[src/rtl/gn_mdl_rst_seq.sv]
// Bench reset sequencer: synchronizes rst_n and releases staged per-domain resets in order.
// Optional GN_MDL_RST_SEQ_LOG_EN compiles in $display logging of releases, completion and requests.
module gn_mdl_rst_seq #(
  parameter int P_NUM_STAGES = 3,
  parameter int P_HOLD_CYC   = 16,
  parameter int P_STAGE_GAP  = 4
) (
  input  logic                    clk,
  input  logic                    rst_n,
  input  logic                    sw_rst_req,
  output logic [P_NUM_STAGES-1:0] stage_rst_n,
  output logic                    busy,
  output logic                    seq_done,
  output logic                    sw_rst_drop,
  output logic [1:0]              dbg_state
);

  localparam int LP_MAX_CYC = (P_HOLD_CYC > P_STAGE_GAP) ? P_HOLD_CYC : P_STAGE_GAP;
  localparam int CW = $clog2(LP_MAX_CYC + 1);
  localparam int IW = $clog2(P_NUM_STAGES) + 1;

  if (P_NUM_STAGES < 1 || P_NUM_STAGES > 16 || P_HOLD_CYC < 1 || P_STAGE_GAP < 1) begin : g_param_chk
    $fatal(1, "gn_mdl_rst_seq: parameter out of range");
  end

  typedef enum logic [1:0] {
    S_HOLD    = 2'd0,
    S_RELEASE = 2'd1,
    S_DONE    = 2'd2
  } state_t;

  state_t                  r_state;
  state_t                  w_state_nxt;
  logic [1:0]              r_sync;
  logic                    w_sync;
  logic [CW-1:0]           r_cnt;
  logic [CW-1:0]           w_cnt_nxt;
  logic [IW-1:0]           r_idx;
  logic [IW-1:0]           w_idx_nxt;
  logic [P_NUM_STAGES-1:0] r_stage;
  logic [P_NUM_STAGES-1:0] w_stage_nxt;
  logic                    r_drop;

  // Asynchronous assert, synchronous deassert after two rising edges.
  always_ff @(posedge clk or negedge rst_n) begin
    if (!rst_n) r_sync <= 2'b00;
    else        r_sync <= {r_sync[0], 1'b1};
  end
  assign w_sync = r_sync[1];

  always_ff @(posedge clk or negedge rst_n) begin
    if (!rst_n) r_state <= S_HOLD;
    else        r_state <= w_state_nxt;
  end

  always_comb begin
    w_state_nxt = r_state;
    w_cnt_nxt   = r_cnt;
    w_idx_nxt   = r_idx;
    w_stage_nxt = r_stage;
    if (w_sync) begin
      case (r_state)
        S_HOLD: begin
          if (r_cnt == CW'(P_HOLD_CYC - 1)) begin
            w_stage_nxt[0] = 1'b1;
            w_cnt_nxt      = '0;
            w_idx_nxt      = IW'(1);
            w_state_nxt    = (P_NUM_STAGES == 1) ? S_DONE : S_RELEASE;
          end else begin
            w_cnt_nxt = r_cnt + CW'(1);
          end
        end
        S_RELEASE: begin
          if (r_cnt == CW'(P_STAGE_GAP - 1)) begin
            for (int i = 0; i < P_NUM_STAGES; i++) begin
              if (IW'(i) == r_idx) w_stage_nxt[i] = 1'b1;
            end
            w_cnt_nxt = '0;
            w_idx_nxt = r_idx + IW'(1);
            if (r_idx == IW'(P_NUM_STAGES - 1)) w_state_nxt = S_DONE;
          end else begin
            w_cnt_nxt = r_cnt + CW'(1);
          end
        end
        S_DONE: begin
          if (sw_rst_req) begin
            w_stage_nxt = '0;
            w_cnt_nxt   = '0;
            w_idx_nxt   = '0;
            w_state_nxt = S_HOLD;
          end
        end
        default: w_state_nxt = S_HOLD;
      endcase
    end
  end

  always_comb begin
    busy      = (r_state != S_DONE);
    seq_done  = (r_state == S_DONE);
    dbg_state = r_state;
  end

  always_ff @(posedge clk or negedge rst_n) begin
    if (!rst_n) begin
      r_cnt   <= '0;
      r_idx   <= '0;
      r_stage <= '0;
      r_drop  <= 1'b0;
    end else begin
      r_cnt   <= w_cnt_nxt;
      r_idx   <= w_idx_nxt;
      r_stage <= w_stage_nxt;
      // Any request seen while a sequence is running is discarded, not queued.
      r_drop  <= sw_rst_req && (r_state != S_DONE);
    end
  end

  assign stage_rst_n = r_stage;
  assign sw_rst_drop = r_drop;

`ifdef GN_MDL_RST_SEQ_LOG_EN
  always @(posedge clk) begin
    if (rst_n) begin
      for (int i = 0; i < P_NUM_STAGES; i++) begin
        if (w_stage_nxt[i] && !r_stage[i]) $display("%0t %m: stage %0d released", $time, i);
      end
      if (w_state_nxt == S_DONE && r_state != S_DONE) $display("%0t %m: seq_done", $time);
      if (r_state == S_DONE && sw_rst_req) $display("%0t %m: sw_rst_req accepted", $time);
      if (r_state != S_DONE && sw_rst_req) $display("%0t %m: sw_rst_req dropped", $time);
    end
  end
`endif

endmodule

[config.mk]
export PLATFORM = sky130hd
export DESIGN_NAME = gn_mdl_rst_seq
export DESIGN_NICKNAME = d
export VERILOG_FILES = /design/src/rtl/gn_mdl_rst_seq.sv
export SDC_FILE = /design/constraint.sdc
export NUM_CORES = 1
export LEC_CHECK = 0
export CORE_MARGIN = 5
export CORE_UTILIZATION = 24
export CTS_CLUSTER_SIZE = 28
export DETAILED_ROUTE_END_ITERATION = 10
export PLACE_DENSITY_LB_ADDON = 0.05
export SLEW_MARGIN = 20
export SYNTH_ARGS = -nofsm -noshare
export SYNTH_HDL_FRONTEND = slang
export SYNTH_SLANG_ARGS = --single-unit
[constraint.sdc]
create_clock -name clk -period 1.91 [get_ports clk]
set_clock_uncertainty 0.05 [all_clocks]
set_input_delay 0.4775 -clock clk [delete_from_list [all_inputs] [get_ports clk]]
set_output_delay 0.4775 -clock clk [all_outputs]
set_load 0.1 [all_outputs]
==> results.json <==
{
  "synth.avg_cell_area_um2": 9.89,
  "route.vias.total": 756,
  "async_flop_share": 1.00,
  "ys_top_cells_by_area": "dfrtp_1 (42%), ha_1 (16%), inv_1 (5.1%), mux2_2 (4.7%), o21ai_0 (3.7%)",
  "cts_sinks": 16,
  "grtUsageTotal": 0.0916,
  "path_class": "flip-flop to flip-flop",
  "area_growth_pct": 48.5,
  "synth_edf_count": 0,
  "rsz0062_at_grt": "yes",
  "drive_gt1_frac": 0.369,
  "fmax_mhz": 505,
  "crit_path_start_kind": "flip-flop",
  "first_iter_violations": 9,
  "path_clk_slew_ns": 0.06,
  "outcome": "finished with violations",
  "cts-root-buf": "clkbuf_8",
  "start_util": 0.254,
  "dr.pass1.iters": 4,
  "clk_latency_ns": 0.25,
  "cp_max_fo": 3,
  "final_nets": 138,
  "diodes": 0,
  "fp-row-count": 22,
  "ant_nets": 0,
  "maxCapViolCount": 0,
  "synth_area_um2": 950,
  "routedWlPerCell_um": 12.3,
  "via_per_inst": 4.45,
  "yosysTopAreaCell": "dfrtp_1",
  "cts_tree": "done",
  "crit_arrival_ns": 2.06,
  "io_pins": 11,
  "die_y_um": 72.9,
  "coreArea_um2": 3740,
  "grt_start_max_net_pins": 17,
  "ys_ff_latch": 16,
  "tritoncts.num_buffers": 3,
  "ys_types": 28,
  "grt_pass1_vias": 795,
  "yosysWarnings": 0,
  "io_buffers": 10,
  "syn_nets": 111,
  "die-area_um2": 5320,
  "critPathCaptureType": "flip-flop",
  "layout_setup_ws_ns": -0.0687,
  "die_w_um": 72.9,
  "h-tree-depth": 1,
  "min_path_type": "flip-flop to flip-flop",
  "final_cell_mix": "dfrtp_1 (14), buf_4 (13), inv_1 (11), nand2_1 (9), ha_1 (9)",
  "grt_pass1_wl_um": 3660,
  "setup_viol": 4,
  "postCtsHoldBufs": 0,
  "synth_ff_type": "dfrtp_1",
  "violations": "negative setup slack",
  "synth_top_area_frac": 0.422,
  "min_period_ns": 1.98,
  "layout_commonest_cell": "dfrtp_1",
  "antenna_found_initial": 0,
  "place_congestion": 0.791,
  "fin_tns_setup_ns": -0.172,
  "worst_ep_required_time_ns": 2.00,
  "slew_violations": 0,
  "hpwl_um": 1570,
  "finalCritPeriodShare": 1.04,
  "post-route-drc-count": 0,
  "synthCells": 96,
  "hold_violations": 0,
  "seq_area_frac_synth": 0.422,
  "grt_overflow": 0,
  "wirelength_um": 2090,
  "ctsLongestPathBuffers": 2
}
-- state kept, by name, indices dropped and copies added (netlist names) --
| name | cells |
|---|---|
| r_cnt | 5 |
| stage_rst_n | 3 |
| r_idx | 3 |
| sw_rst_drop | 1 |
| r_sync | 2 |
| dbg_state | 2 |
-- what timing repair did --
item	in CTS	in global routing
setup buffers	3	1
endpoints found under the setup margin	9	10
pin swaps	3	2
resized for setup	2	6
-- worst paths after layout --
check | from | to | slack [ns] | cells past startpoint
min reg2reg | r_sync[0] | r_sync[1] | 0.30 | 0
max reg2reg | r_cnt[1] | stage_rst_n[0] | -0.07 | 5
min in group asynchronous | rst_n | r_idx[1] | 0.50 | 2
min | r_sync[0] | r_sync[1] | 0.30 | 0
max | r_cnt[1] | stage_rst_n[0] | -0.07 | 5
max in group asynchronous | rst_n | dbg_state[1] | 1.10 | 2
-- routing by layer --
metal / GRT usage / vias up / part of all wire
met2: 0.139 / 6 / 0.47
met3: 0.0262 / 2 / 0.023
met5: 0 / - / 0
li1: - / 375 / -
met1: 0.119 / 373 / 0.50
met4: 0.0430 / 0 / 0.012
-- synth_stat cells (2+ instances only) --
master / count
dfrtp_1: 16
a21oi_1: 3
o21ai_0: 7
nor4_1: 2
inv_1: 13
mux2_2: 4
ha_1: 12
nor2_1: 3
nand3_1: 4
o22ai_1: 2
clkbuf_1: 2
nor2b_1: 4
nand2_1: 9
-- worst max-delay path: stages (launching register included) --
cell       delay [ns]
dfrtp_1          0.36
ha_2             0.19
or4b_4           0.50
a2111oi_4        0.34
nand2_1          0.12
mux2_4           0.30
-- area by class of cell --
class,instances,area (µm²)
timing repair buffer,24,289
tap,48,60.1
clock buffer,4,45.0
fill,383,2330
inverter,13,55.1
multi-input combinational,65,553
sequential,16,408
-- per-stage QoR --
| stage | area [µm²] | util | cells | setup slack [ns] | hold WS, ns |
|---|---|---|---|---|---|
| finish | 1410 | 0.377 | 170 | -0.0687 | 0.302 |
| global route | 1410 | 0.377 | 170 | -0.132 | 0.318 |
| CTS | 1380 | 0.368 | 169 | -0.0722 | 0.307 |
| detailed placement | 1300 | 0.348 | 162 | -0.139 | 0.291 |
| global placement | 1300 | 0.348 | 162 | -0.115 | 0.286 |
| floorplan | 1010 | - | 96 | -0.551 | 0.132 |
-- kinds of logic after synthesis --
group           synth area share
other cells              0.00395
compound gates             0.142
simple gates               0.155
fa+ha+maj                  0.158
buf+inv                   0.0593
flops                      0.422
mux                       0.0593
Power is left out: the tool's default activity adds up to more than one toggle a clock period on the data nets, which glitch-free logic cannot reach.
